$ cat src/rtl/alu_core_if.sv
// ALU stimulus/monitor interface: operands, command and control flow
// towards the ALU, registered results and flags flow back.
interface alu_core_if #(
    parameter int N = 8,
    parameter int M = 4
);
    logic           CE;
    logic           MODE;
    logic [M-1:0]   CMD;
    logic [1:0]     INP_VALID;
    logic [N-1:0]   OPA;
    logic [N-1:0]   OPB;
    logic           CIN;
    logic [N:0]     RES;
    logic           COUT;
    logic           OFLOW;
    logic           G;
    logic           L;
    logic           E;
    logic           ERR;

    modport master (
        output CE, MODE, CMD, INP_VALID, OPA, OPB, CIN,
        input  RES, COUT, OFLOW, G, L, E, ERR
    );

    modport slave (
        input  CE, MODE, CMD, INP_VALID, OPA, OPB, CIN,
        output RES, COUT, OFLOW, G, L, E, ERR
    );
endinterface

$ cat src/rtl/alu_core.sv
// Sequential ALU responder. Operands may arrive together or in separate
// cycles; a two-operand command missing one operand waits a bounded number
// of cycles for it. Results and flags are registered.
module alu_core #(
    parameter int N           = 8,
    parameter int M           = 4,
    parameter int WAIT_CYCLES = 16
) (
    input  logic      CLK,
    input  logic      RST,
    alu_core_if.slave bus
);
    localparam int LOG = $clog2(N);
    localparam int CW  = $clog2(WAIT_CYCLES + 1);
    localparam logic [N:0] ONE = {{N{1'b0}}, 1'b1};

    typedef enum logic {ST_IDLE, ST_WAIT} state_t;

    typedef struct packed {
        logic [N:0] res;
        logic       cout;
        logic       oflow;
        logic       g;
        logic       l;
        logic       e;
        logic       err;
    } result_t;

    state_t          state_q, state_d;
    logic [CW-1:0]   cnt_q, cnt_d;
    logic [M-1:0]    cmd_q, cmd_d;
    logic            mode_q, mode_d;
    logic            cin_q, cin_d;
    logic [N-1:0]    opr_q, opr_d;
    logic            haveA_q, haveA_d;
    result_t         out_q, out_d;

    logic            opLegal, opNeedA, opNeedB;
    logic            waitArrive;
    result_t         idleRes, waitRes;

    // Error outcome: result zero, every flag except ERR cleared.
    function automatic result_t errResult();
        result_t r;
        r     = '0;
        r.err = 1'b1;
        return r;
    endfunction

    // Classify a command: {legal, needs A, needs B}.
    function automatic logic [2:0] opNeeds(input logic mode, input logic [M-1:0] cmd);
        int c;
        c = int'(cmd);
        opNeeds = 3'b000;
        if (mode) begin
            case (c)
                0, 1, 2, 3, 8: opNeeds = 3'b111;
                4, 5:          opNeeds = 3'b110;
                6, 7:          opNeeds = 3'b101;
                default:       opNeeds = 3'b000;
            endcase
        end else begin
            case (c)
                0, 1, 2, 3, 4, 5, 12, 13: opNeeds = 3'b111;
                6, 8, 9:                  opNeeds = 3'b110;
                7, 10, 11:                opNeeds = 3'b101;
                default:                  opNeeds = 3'b000;
            endcase
        end
    endfunction

    // The ALU datapath proper: every flag not produced by the op stays 0.
    function automatic result_t compute(input logic mode, input logic [M-1:0] cmd,
                                        input logic cin, input logic [N-1:0] a,
                                        input logic [N-1:0] b);
        result_t        r;
        logic [N:0]     ax, bx, cx;
        logic [2*N-1:0] rot;
        int             c;
        r   = '0;
        ax  = {1'b0, a};
        bx  = {1'b0, b};
        cx  = {{N{1'b0}}, cin};
        rot = '0;
        c   = int'(cmd);
        if (mode) begin
            case (c)
                0: begin r.res = ax + bx;      r.cout  = r.res[N];        end
                1: begin r.res = ax - bx;      r.oflow = (a < b);         end
                2: begin r.res = ax + bx + cx; r.cout  = r.res[N];        end
                3: begin r.res = ax - bx - cx; r.oflow = (ax < (bx + cx)); end
                4: begin r.res = ax + ONE;     r.cout  = r.res[N];        end
                5: begin r.res = ax - ONE;     r.oflow = (a == '0);       end
                6: begin r.res = bx + ONE;     r.cout  = r.res[N];        end
                7: begin r.res = bx - ONE;     r.oflow = (b == '0);       end
                8: begin r.g = (a > b); r.l = (a < b); r.e = (a == b);    end
                default: r = errResult();
            endcase
        end else begin
            case (c)
                0:  r.res = {1'b0, a & b};
                1:  r.res = {1'b0, ~(a & b)};
                2:  r.res = {1'b0, a | b};
                3:  r.res = {1'b0, ~(a | b)};
                4:  r.res = {1'b0, a ^ b};
                5:  r.res = {1'b0, ~(a ^ b)};
                6:  r.res = {1'b0, ~a};
                7:  r.res = {1'b0, ~b};
                8:  r.res = {1'b0, a >> 1};
                9:  r.res = {1'b0, a << 1};
                10: r.res = {1'b0, b >> 1};
                11: r.res = {1'b0, b << 1};
                12: begin
                    if (|b[N-1:LOG+1]) begin
                        r = errResult();
                    end else begin
                        rot   = {a, a} << b[LOG-1:0];
                        r.res = {1'b0, rot[2*N-1:N]};
                    end
                end
                13: begin
                    if (|b[N-1:LOG+1]) begin
                        r = errResult();
                    end else begin
                        rot   = {a, a} >> b[LOG-1:0];
                        r.res = {1'b0, rot[N-1:0]};
                    end
                end
                default: r = errResult();
            endcase
        end
        return r;
    endfunction

    // Decode the incoming command and precompute both candidate results.
    always_comb begin
        {opLegal, opNeedA, opNeedB} = opNeeds(bus.MODE, bus.CMD);
        idleRes    = compute(bus.MODE, bus.CMD, bus.CIN, bus.OPA, bus.OPB);
        waitRes    = compute(mode_q, cmd_q, cin_q,
                             haveA_q ? opr_q : bus.OPA,
                             haveA_q ? bus.OPB : opr_q);
        waitArrive = haveA_q ? bus.INP_VALID[1] : bus.INP_VALID[0];
    end

    // Next-state logic: operand collection, timeout and result selection.
    always_comb begin
        state_d = state_q;
        cnt_d   = cnt_q;
        cmd_d   = cmd_q;
        mode_d  = mode_q;
        cin_d   = cin_q;
        opr_d   = opr_q;
        haveA_d = haveA_q;
        out_d   = out_q;
        if (bus.CE) begin
            case (state_q)
                ST_IDLE: begin
                    if (bus.INP_VALID != 2'b00) begin
                        if (!opLegal) begin
                            out_d = errResult();
                        end else if (opNeedA && opNeedB) begin
                            if (bus.INP_VALID == 2'b11) begin
                                out_d = idleRes;
                            end else begin
                                state_d = ST_WAIT;
                                cnt_d   = '0;
                                cmd_d   = bus.CMD;
                                mode_d  = bus.MODE;
                                cin_d   = bus.CIN;
                                haveA_d = bus.INP_VALID[0];
                                opr_d   = bus.INP_VALID[0] ? bus.OPA : bus.OPB;
                            end
                        end else if ((opNeedA && bus.INP_VALID[0]) ||
                                     (opNeedB && bus.INP_VALID[1])) begin
                            out_d = idleRes;
                        end else begin
                            out_d = errResult();
                        end
                    end
                end
                ST_WAIT: begin
                    if (waitArrive) begin
                        out_d   = waitRes;
                        state_d = ST_IDLE;
                        cnt_d   = '0;
                    end else if (cnt_q == CW'(WAIT_CYCLES - 1)) begin
                        out_d   = errResult();
                        state_d = ST_IDLE;
                        cnt_d   = '0;
                    end else begin
                        cnt_d = cnt_q + CW'(1);
                    end
                end
                default: state_d = ST_IDLE;
            endcase
        end
    end

    // State, latched operands and registered outputs; reset clears everything.
    always_ff @(posedge CLK or negedge RST) begin
        if (!RST) begin
            state_q <= ST_IDLE;
            cnt_q   <= '0;
            cmd_q   <= '0;
            mode_q  <= 1'b0;
            cin_q   <= 1'b0;
            opr_q   <= '0;
            haveA_q <= 1'b0;
            out_q   <= '0;
        end else begin
            state_q <= state_d;
            cnt_q   <= cnt_d;
            cmd_q   <= cmd_d;
            mode_q  <= mode_d;
            cin_q   <= cin_d;
            opr_q   <= opr_d;
            haveA_q <= haveA_d;
            out_q   <= out_d;
        end
    end

    assign bus.RES   = out_q.res;
    assign bus.COUT  = out_q.cout;
    assign bus.OFLOW = out_q.oflow;
    assign bus.G     = out_q.g;
    assign bus.L     = out_q.l;
    assign bus.E     = out_q.e;
    assign bus.ERR   = out_q.err;
endmodule

$ cat src/flat_wrapper.sv
// flat-port wrapper written by rule: the top's interface ports become plain ports
module alu_core_flat 
#(
    parameter int N           = 8,
    parameter int M           = 4,
    parameter int WAIT_CYCLES = 16
)
  (CLK, RST, bus_CE, bus_MODE, bus_CMD, bus_INP_VALID, bus_OPA, bus_OPB, bus_CIN, bus_RES, bus_COUT, bus_OFLOW, bus_G, bus_L, bus_E, bus_ERR);
  alu_core_if #(.N(N), .M(M)) bus_i ();
  input  logic CLK;
  input  logic RST;
  input wire logic [$bits(bus_i.CE)-1:0] bus_CE;
  input wire logic [$bits(bus_i.MODE)-1:0] bus_MODE;
  input wire logic [$bits(bus_i.CMD)-1:0] bus_CMD;
  input wire logic [$bits(bus_i.INP_VALID)-1:0] bus_INP_VALID;
  input wire logic [$bits(bus_i.OPA)-1:0] bus_OPA;
  input wire logic [$bits(bus_i.OPB)-1:0] bus_OPB;
  input wire logic [$bits(bus_i.CIN)-1:0] bus_CIN;
  output wire logic [$bits(bus_i.RES)-1:0] bus_RES;
  output wire logic [$bits(bus_i.COUT)-1:0] bus_COUT;
  output wire logic [$bits(bus_i.OFLOW)-1:0] bus_OFLOW;
  output wire logic [$bits(bus_i.G)-1:0] bus_G;
  output wire logic [$bits(bus_i.L)-1:0] bus_L;
  output wire logic [$bits(bus_i.E)-1:0] bus_E;
  output wire logic [$bits(bus_i.ERR)-1:0] bus_ERR;
  assign bus_i.CE = bus_CE;
  assign bus_i.MODE = bus_MODE;
  assign bus_i.CMD = bus_CMD;
  assign bus_i.INP_VALID = bus_INP_VALID;
  assign bus_i.OPA = bus_OPA;
  assign bus_i.OPB = bus_OPB;
  assign bus_i.CIN = bus_CIN;
  assign bus_RES = bus_i.RES;
  assign bus_COUT = bus_i.COUT;
  assign bus_OFLOW = bus_i.OFLOW;
  assign bus_G = bus_i.G;
  assign bus_L = bus_i.L;
  assign bus_E = bus_i.E;
  assign bus_ERR = bus_i.ERR;
  alu_core #(.N(N), .M(M), .WAIT_CYCLES(WAIT_CYCLES)) u_core (.CLK(CLK), .RST(RST), .bus(bus_i));
endmodule
$ cat config.mk
export PLATFORM = sky130hd
export DESIGN_NAME = alu_core_flat
export DESIGN_NICKNAME = d
export VERILOG_FILES = /design/src/rtl/alu_core_if.sv /design/src/rtl/alu_core.sv /design/src/flat_wrapper.sv
export SDC_FILE = /design/constraint.sdc
export NUM_CORES = 1
export LEC_CHECK = 0
export ABC_AREA = 1
export BUFFER_PORTS_ARGS = -buffer_cell sky130_fd_sc_hd__buf_2
export CAP_MARGIN = 30
export CORE_ASPECT_RATIO = 1.5
export CORE_MARGIN = 4
export CORE_UTILIZATION = 35
export CTS_BUF_LIST = sky130_fd_sc_hd__clkbuf_8
export DETAILED_ROUTE_END_ITERATION = 16
export PLACE_DENSITY = 0.61
export SLEW_MARGIN = 20
export SYNTH_ARGS = -nofsm -noshare
export SYNTH_HDL_FRONTEND = slang
export SYNTH_SLANG_ARGS = --single-unit
$ cat constraint.sdc
create_clock -name CLK -period 5.7 [get_ports CLK]
set_input_delay 0.57 -clock CLK [delete_from_list [all_inputs] [get_ports CLK]]
set_output_delay 0.57 -clock CLK [all_outputs]
set_load 0.02 [all_outputs]
==> metrics, run 1 <==
TritonCTS clock tree done; gr usage total 29.4%; drt wl/cell 21.7 um; clock slew at the register clock pins of the worst setup and hold paths roughly 0.080 ns; post-route ant nets 0; Initial DRC Count around 1000; Hold Vio Cnt, Final 0; Max-Cap Viols 0; Leakage around 5.2 nW; Clock Latency Late Sink 0.31 ns; RSZ-0062 raised after global routing false; clk root buf clkbuf_8; maximum buffer depth of the clock tree 2; worst setup skew after layout between 0.01 and 0.015 ns; Fmax roughly 250 MHz; crit path kind reg -> reg; setup TNS 0 ns; Synth Instances approximately 1800; hold_ws between 0.3 and 0.4 ns; RePlAce Congestion between 1 and 1.5; Port-buffer cells ~40; Synth area leaders nand2_1 (23%), ha_1 (11%), nand3_1 (10%); largest net degree at the start of global routing 46; area of the die 31800 um2; Post-synth EDFFs 0; dpl hpwl around 38 mm; grt ovf 0; post-synth top area share 22.9%; Initial Util 35.4%; die height 216 um; fin util 37.0%; setup slack, reg-to-reg between 1.5 and 2 ns; vias in the first global route ~13000; fraction of registers with async set or reset after synthesis 100%; vias per cell around 5.8; Final Max Tran Viols 0; post-synth top area cell nand2_1; sequential share of the synthesized area roughly 8.9%; synth warn 0; H-Tree Depth 2; nets 1937; CP arrival roughly 4.3 ns; worst rel slew slack between 30% and 40%; register bit total from synthesis 36; Pwr Density 388 nW/um2; Post-CTS Setup Bufs 0; die width between 100 and 150 um; clock sink count 36; share of cells above drive strength 1 under 10%; status completed; FF-to-FF End u_core.bus.OFLOW$_DFFE_PN0P_; Core Footprint 28600 um2; cells on worst reg2reg path 19; fin area around 11000 um2; via count ~13000; total wire length 47.8 mm; syn avg cell area around 5.6 um2; worst hold path type in -> async; reg2reg start u_core.haveA_q$_DFFE_PN0P_; Rows 76; worst-case vdd ir drop between 150 and 200 uV; DP Area 10500 um2; fin crit share 71.2%; drt pass-1 iters 8; CTS Buf Count 5; Residual DRC 0; Resize count post-CTS 0; Post-Syn Area just over 10000 um2; CTS Hold Buffers Added 0; Crit. End Element flop; min Tclk post-route between 4 and 5 ns; post-synth cell types a little under 60; io pins 42; Worst Tran Pin Value between 0.9 and 1 ns; Critical Path RT approximately 6 ns; largest fanout on the critical path 45; type of origin of the critical path flop; Main synth FF type dfrtp_1; first-pass GRT wire length roughly 73 mm; final number of setup-violating endpoints 0; initial antenna violation count 1; Syn Nets between 1500 and 2000; Area Overhead vs Synth 4.39%
-- sequential cells by signal, indices dropped and copies added, names as in the netlist, 4 cells and up --
name and flops:
u_core.bus.RES 9, u_core.cmd_q 4, u_core.cnt_q 5, u_core.opr_q 8
-- area by class of cell --
type / instances / area (um2)
flip-flops and latches: 36 / 902
fillers: 3301 / 18000
clock buffers: 5 / 68.8
well taps: 390 / 488
diodes: 1 / 2.50
inverters: 184 / 693
multi-input cells: 1538 / 8150
repair buffers: 48 / 258
clock inverters: 3 / 18.8
-- power breakdown --
part	internal, W	switching [W]	total (W)
Combinational	0.000958	0.00257	0.00353
Sequential	0.000318	0.0000686	0.000387
Clock	0.0000852	0.000104	0.000189
Total	0.00136	0.00275	0.00411
-- cells in the mapped netlist, types with 14 or more instances --
cell        n
nand3_1   202
o21ai_0   119
xor2_1     14
nor2_1    152
inv_2      26
o211ai_1   21
clkbuf_1   14
dfrtp_1    36
ha_1       93
inv_1     155
nand4_1    35
nor3_1     22
a21oi_1    55
buf_2      35
nand2_2    18
o22ai_1    32
nand2_1   619
o21ai_1    23
-- layout by cell type (no fill, tap or decap), types with 4 or more instances in the layout --
master / synthesis / layout
a21oi_1: 55 / 55
buf_2: 35 / 41
buf_4: 6 / 7
clkbuf_8: 0 / 5
dfrtp_1: 36 / 35
fa_1: 4 / 4
ha_1: 93 / 93
inv_1: 155 / 155
inv_2: 26 / 26
nand2_1: 619 / 619
nand2_2: 18 / 18
nand2_4: 5 / 5
nand3_1: 202 / 202
nand3b_1: 11 / 11
nand4_1: 35 / 35
nor2_1: 152 / 152
nor2_2: 10 / 10
nor3_1: 22 / 22
nor4_1: 11 / 10
o2111ai_1: 11 / 11
o211ai_1: 21 / 21
o21a_1: 9 / 9
o21ai_0: 119 / 119
o21ai_1: 23 / 22
o21ai_2: 7 / 8
o21ai_4: 6 / 6
o221ai_1: 4 / 4
o22ai_1: 32 / 32
or2_2: 8 / 8
xnor2_1: 4 / 4
xor2_1: 14 / 14
-- per-layer routing --
metal	GRT usage, %	wire length [um]	vias up
met1	29.0	16300	5866
met3	3.49	2760	270
li1	-	-	6067
met4	28.6	5600	0
met5	0	0	-
met2	52.2	23200	614
-- worst max path at each step --
stage / cells after the start / slack (ns) / from / to
floorplan: 21 / 2.67 / bus_OPB[1] / u_core.bus.RES[6]$_DFFE_PN0P_
global placement: 18 / 1.57 / bus_OPB[1] / u_core.bus.RES[8]$_DFFE_PN0P_
detailed placement: 20 / 1.49 / bus_OPB[1] / u_core.bus.RES[6]$_DFFE_PN0P_
CTS: 19 / 1.67 / u_core.haveA_q$_DFFE_PN0P_ / u_core.bus.OFLOW$_DFFE_PN0P_
global route: 20 / 1.25 / bus_OPB[1] / u_core.bus.RES[6]$_DFFE_PN0P_
finish: 19 / 1.64 / u_core.haveA_q$_DFFE_PN0P_ / u_core.bus.OFLOW$_DFFE_PN0P_
-- cells by family after synthesis --
| kind of cell | Yosys count | share of synthesized area, % |
|---|---|---|
| simple gates | 1107 | 47.4 |
| compound gates | 314 | 18.9 |
| buf+inv | 252 | 10.8 |
| fa+ha+maj | 97 | 12.3 |
| flops | 36 | 8.89 |
| xor+xnor | 18 | 1.56 |
| mux | 2 | 0.197 |
-- worst max-delay path, cell delays in order (launching register included) --
cell and delay [ns]:
dfrtp_2 0.38, buf_4 0.50, nand2_1 0.11, nand2_1 0.71, ha_1 0.27, inv_1 0.06, nor3_1 0.47, xor2_1 0.13
ha_1 0.34, a21oi_1 0.16, o221ai_1 0.15, nand2_1 0.08, nand2_1 0.05, nand2_1 0.06, nand2_1 0.05, nand2_1 0.06
nand2_1 0.05, nand2_1 0.11, nand2_1 0.05, a21boi_0 0.18
-- through the flow --
step	setup WS, ns	instances	total power, W
detailed placement	1.49	2196	0.00382
CTS	1.67	2204	0.00403
global route	1.25	2205	0.00447
floorplan	2.67	1826	0.00278
finish	1.64	2205	0.00411
global placement	1.57	2196	0.00382
Power figures use the tool's default switching activity.
==> run 2, diff against run 1 <==
--- a/config.mk
+++ b/config.mk
@@ -13,7 +13,7 @@
 export CORE_UTILIZATION = 35
 export CTS_BUF_LIST = sky130_fd_sc_hd__clkbuf_8
 export DETAILED_ROUTE_END_ITERATION = 16
-export PLACE_DENSITY = 0.61
+export PLACE_DENSITY = 0.63
 export SLEW_MARGIN = 20
 export SYNTH_ARGS = -nofsm -noshare
 export SYNTH_HDL_FRONTEND = slang
==> constraint.sdc (replaced) <==
create_clock -name CLK -period 3.7 [get_ports CLK]
set_input_delay 0.37 -clock CLK [delete_from_list [all_inputs] [get_ports CLK]]
set_output_delay 0.37 -clock CLK [all_outputs]
set_load 0.02 [all_outputs]
==> metrics, run 2 (synthesis gave the netlist of run 1 again) <==
min Tclk post-route approximately 3.3 ns; RSZ-0062 raised after global routing false; nets between 1500 and 2000; die height 216 um; first-pass GRT wire length around 74 mm; Resize count post-CTS 0; type of origin of the critical path flop; fin crit share between 80% and 90%; Initial Util 35.4%; die width between 100 and 150 um; share of cells above drive strength 1 a little over a tenth; Port-buffer cells 41; via count roughly 13000; worst setup skew after layout roughly 0.011 ns; drt wl/cell 22.0 um; worst rel slew slack between 30% and 40%; P_int 0.00229 W; Post-CTS Setup Bufs 0; Max-Cap Viols 0; Initial DRC Count roughly 1300; total wire length 49.6 mm; post-route ant nets 0; initial antenna violation count 0; commonest non-fill, non-tap cell in the layout nand2_1; Fmax between 300 and 400 MHz; largest net degree at the start of global routing 37; Worst Setup SP u_core.haveA_q$_DFFE_PN0P_; CP arrival 3.50 ns; worst hold path type in -> async; Leakage about 5.5 nW; Area Overhead vs Synth 8.43%; status completed; largest fanout on the critical path 24; gr usage total a little under a third; maximum buffer depth of the clock tree 2; Clock Latency Late Sink around 0.31 ns; vias per cell ~5.8; Residual DRC 0; switching part of the total about two thirds; drt pass-1 iters 6; DP Area 10900 um2; fin area between 10000 and 15000 um2; Crit. End Element flop; total power approximately 0.0066 W; switching power 0.00429 W; area of the die ~32000 um2; clock sink count 36; Rows 76; dpl hpwl a little over 40 mm; Pwr Density 599 nW/um2; power share of the clock group under 10%; Hold Vio Cnt, Final 0; Core Footprint ~29000 um2; Critical Path RT a little under 4 ns; H-Tree Depth 2; TritonCTS clock tree done; grt ovf 0; io pins 42; CTS Hold Buffers Added 0; CTS Buf Count 5; Worst Tran Pin Value a little over 1 ns; crit path kind reg -> reg; number of flip-flops in the largest register 9; fin util slightly below 40%; reg2reg start u_core.haveA_q$_DFFE_PN0P_; vias in the first global route around 13000; setup TNS 0 ns; RePlAce Congestion roughly 1.1; Final Max Tran Viols 0; commonest non-fill, non-tap cells in the layout nand2_1 (619), nand3_1 (202), inv_1 (156); worst-case vdd ir drop roughly 210 uV; final number of setup-violating endpoints 0; Comb power frac around 85%; clk root buf clkbuf_8; clock slew at the register clock pins of the worst setup and hold paths approximately 0.08 ns; Flop pwr share under 10%
-- run 2: layout make-up --
cell class                      instances  area [um2]
Multi-Input combinational cell       1538        8150
Inverter                              184         693
Clock buffer                            5        68.8
Tap cell                              390         488
Antenna cell                            1        2.50
Clock inverter                          3        38.8
Timing Repair Buffer                  100         648
Sequential cell                        36         905
Fill cell                            3314       17600
-- run 2: worst paths after layout --
kind                                                 end  slack (ns)  cells past startpoint
setup / recovery           u_core.bus.RES[2]$_DFFE_PN0P_        0.38                     12
hold / removal                  u_core.bus.G$_DFFE_PN0P_        0.15                      1
setup reg to reg           u_core.bus.RES[2]$_DFFE_PN0P_        0.38                     12
hold reg to reg               u_core.bus.ERR$_DFFE_PN0P_        0.49                      2
max in group asynchronous     u_core.haveA_q$_DFFE_PN0P_        2.92                      1
min in group CLK              u_core.state_q$_DFFE_PN0P_        0.41                      4
-- run 2: per-stage QoR --
stage	setup slack (ns)	std cells	hold slack, ns
4_1_cts	0.307	2256	0.176
2_1_floorplan	0.802	1826	0.0744
6_report	0.382	2257	0.154
3_5_place_dp	0.299	2248	0.466
3_3_place_gp	0.396	2248	0.465
5_1_grt	0.0502	2256	0.228
-- run 2: layer usage --
layer	share of wire, %	track usage (%)	vias to the layer above
met4	12	28.3	0
met3	5.9	3.51	246
met1	34	30.0	6065
met2	49	53.8	648
li1	-	-	6177
met5	0	0	-
-- run 2: critical path, stage by stage, from the launching register on --
cell and delay [ns]:
dfrtp_4 0.62, o21ai_2 0.35, ha_1 0.20, inv_1 0.08, fa_1 0.43, xnor2_1 0.36, nor2_1 0.12, o21ai_0 0.22
nand3_1 0.10, nor3_1 0.27, o311ai_0 0.21, nand3_1 0.14, a21boi_1 0.09
-- run 2: power groups by stage --
stage	registers [W]	clock network, W	logic [W]
after floorplan	0.000598	0	0.00368
after global placement	0.000622	0	0.00540
after detailed placement	0.000622	0	0.00540
after CTS	0.000615	0.000358	0.00543
after global routing	0.000634	0.000369	0.00608
final	0.000620	0.000351	0.00561
==> run 3, diff against run 2 <==
--- a/config.mk
+++ b/config.mk
@@ -11,7 +11,7 @@
 export CORE_ASPECT_RATIO = 1.5
 export CORE_MARGIN = 4
 export CORE_UTILIZATION = 35
-export CTS_BUF_LIST = sky130_fd_sc_hd__clkbuf_8
+export CTS_BUF_LIST = sky130_fd_sc_hd__clkbuf_16
 export DETAILED_ROUTE_END_ITERATION = 16
 export PLACE_DENSITY = 0.63
 export SLEW_MARGIN = 20
==> metrics, run 3 (synthesis gave the netlist of run 1 again) <==
clock sink count 36; largest net degree at the start of global routing 37; maximum buffer depth of the clock tree 2; worst-case vdd ir drop between 200 and 250 uV; die width between 100 and 150 um; CTS Buf Count 5; io pins 42; Antenna diodes 0; FF-to-FF End u_core.bus.RES[4]$_DFFE_PN0P_; number of flip-flops in the largest register 9; CTS Hold Buffers Added 0; setup slack, reg-to-reg ~0.35 ns; commonest non-fill, non-tap cells in the layout nand2_1 (619), nand3_1 (202), inv_1 (156); dpl hpwl roughly 40 mm; die height approximately 220 um; commonest non-fill, non-tap cell in the layout nand2_1; fin area around 11000 um2; drt pass-1 iters 6; Initial DRC Count 1336; DP Area between 10000 and 15000 um2; Clock Latency Late Sink about 0.3 ns; H-Tree Depth 2; Leakage between 5 and 6 nW; Core Footprint approximately 29000 um2; CP arrival around 3.5 ns; type of origin of the critical path flop; Max-Cap Viols 0; gr usage total around 30%; worst hold path type in -> async; Fmax a little under 300 MHz; cells on worst reg2reg path 13; Area Overhead vs Synth 8.96%; largest fanout on the critical path 24; Final WS setup approximately 0.35 ns; Residual DRC 0; status completed; grt ovf 0; worst setup skew after layout between 0.009 and 0.01 ns; Worst Tran Pin Value 1.04 ns; total wire length around 50 mm; reg2reg start u_core.haveA_q$_DFFE_PN0P_; worst rel slew slack roughly 30%; DP Worst Slack approximately 0.3 ns; RSZ-0062 raised after global routing false; clock slew at the register clock pins of the worst setup and hold paths approximately 0.06 ns; hold_ws approximately 0.18 ns; drt wl/cell 22.0 um; fin crit share around nine tenths; Port-buffer cells roughly 40; first-pass GRT wire length 73.9 mm; TritonCTS clock tree done; min Tclk post-route 3.35 ns; RePlAce Congestion between 1 and 1.5; Hold Vio Cnt, Final 0; Post-CTS Setup Bufs 0; clk root buf clkbuf_16; area of the die 31800 um2; Rows 76; Resize count post-CTS 0; Crit. End Element flop; Pwr Density 608 nW/um2; post-route ant nets 0; share of cells above drive strength 1 about a tenth; setup TNS 0 ns; via count between 10000 and 15000; nets just under 2000; initial antenna violation count 0; Initial Util 35.4%; vias in the first global route ~13000; crit path kind reg -> reg; final number of setup-violating endpoints 0; Critical Path RT between 3 and 4 ns; Final Max Tran Viols 0; vias per cell between 5 and 6
-- run 3: cell count changes in the layout (fill, tap and decap cells not counted) --
cell / delta
diode_2: -1
clkbuf_8: -5
clkbuf_16: +5
-- run 3: worst max path at each step --
stage                                from                             to  slack [ns]  cells past startpoint
6_report       u_core.haveA_q$_DFFE_PN0P_  u_core.bus.RES[4]$_DFFE_PN0P_        0.35                     13
2_1_floorplan  u_core.haveA_q$_DFFE_PN0P_  u_core.bus.RES[6]$_DFFE_PN0P_        0.80                     23
3_3_place_gp   u_core.haveA_q$_DFFE_PN0P_  u_core.bus.RES[4]$_DFFE_PN0P_        0.40                     14
4_1_cts        u_core.haveA_q$_DFFE_PN0P_  u_core.bus.RES[4]$_DFFE_PN0P_        0.30                     14
5_1_grt        u_core.haveA_q$_DFFE_PN0P_  u_core.bus.RES[8]$_DFFE_PN0P_        0.05                     20
3_5_place_dp   u_core.haveA_q$_DFFE_PN0P_  u_core.bus.RES[4]$_DFFE_PN0P_        0.30                     14
-- run 3: metrics by stage --
step                      std cells  total power (W)  utilization [%]
final                          2256          0.00672             38.6
after CTS                      2256          0.00653             38.6
after global placement         2248          0.00603             38.0
after global routing           2256          0.00723             38.6
after floorplan                1826          0.00428                -
after detailed placement       2248          0.00603             38.0
-- run 3: where the power goes --
group | internal (W) | switching (W) | leakage, nW
clock network | 0.000314 | 0.000176 | 0.0850
registers | 0.000493 | 0.000127 | 0.453
logic | 0.00160 | 0.00401 | 4.98
total | 0.00241 | 0.00431 | 5.51
-- run 3: worst max-delay path, cell delays in order (launching register included) --
cell	delay [ns]
dfrtp_4	0.62
buf_4	0.31
nand2_2	0.10
nand2_4	0.14
ha_1	0.36
inv_1	0.16
o22ai_1	0.13
nor4_1	0.46
buf_4	0.21
nand4_1	0.32
nand2_1	0.17
nand3_1	0.09
nor2_1	0.13
nor2_1	0.05
-- run 3: cell type report --
type	count	area (um2)
timing repair buffer	100	648
fill	3304	17600
clock buffer	5	125
sequential	36	905
clock inverter	3	38.8
multi-input combinational	1538	8150
tap	390	488
inverter	184	693
-- run 3: layer usage --
| layer | share of wire, % | wire [um] | track usage, % | vias up |
|---|---|---|---|---|
| li1 | - | - | - | 6174 |
| met1 | 34 | 16800 | 30.1 | 5997 |
| met2 | 49 | 24500 | 53.9 | 639 |
| met3 | 5.9 | 2910 | 3.39 | 229 |
| met4 | 11 | 5450 | 28.1 | 0 |
| met5 | 0 | 0 | 0 | - |
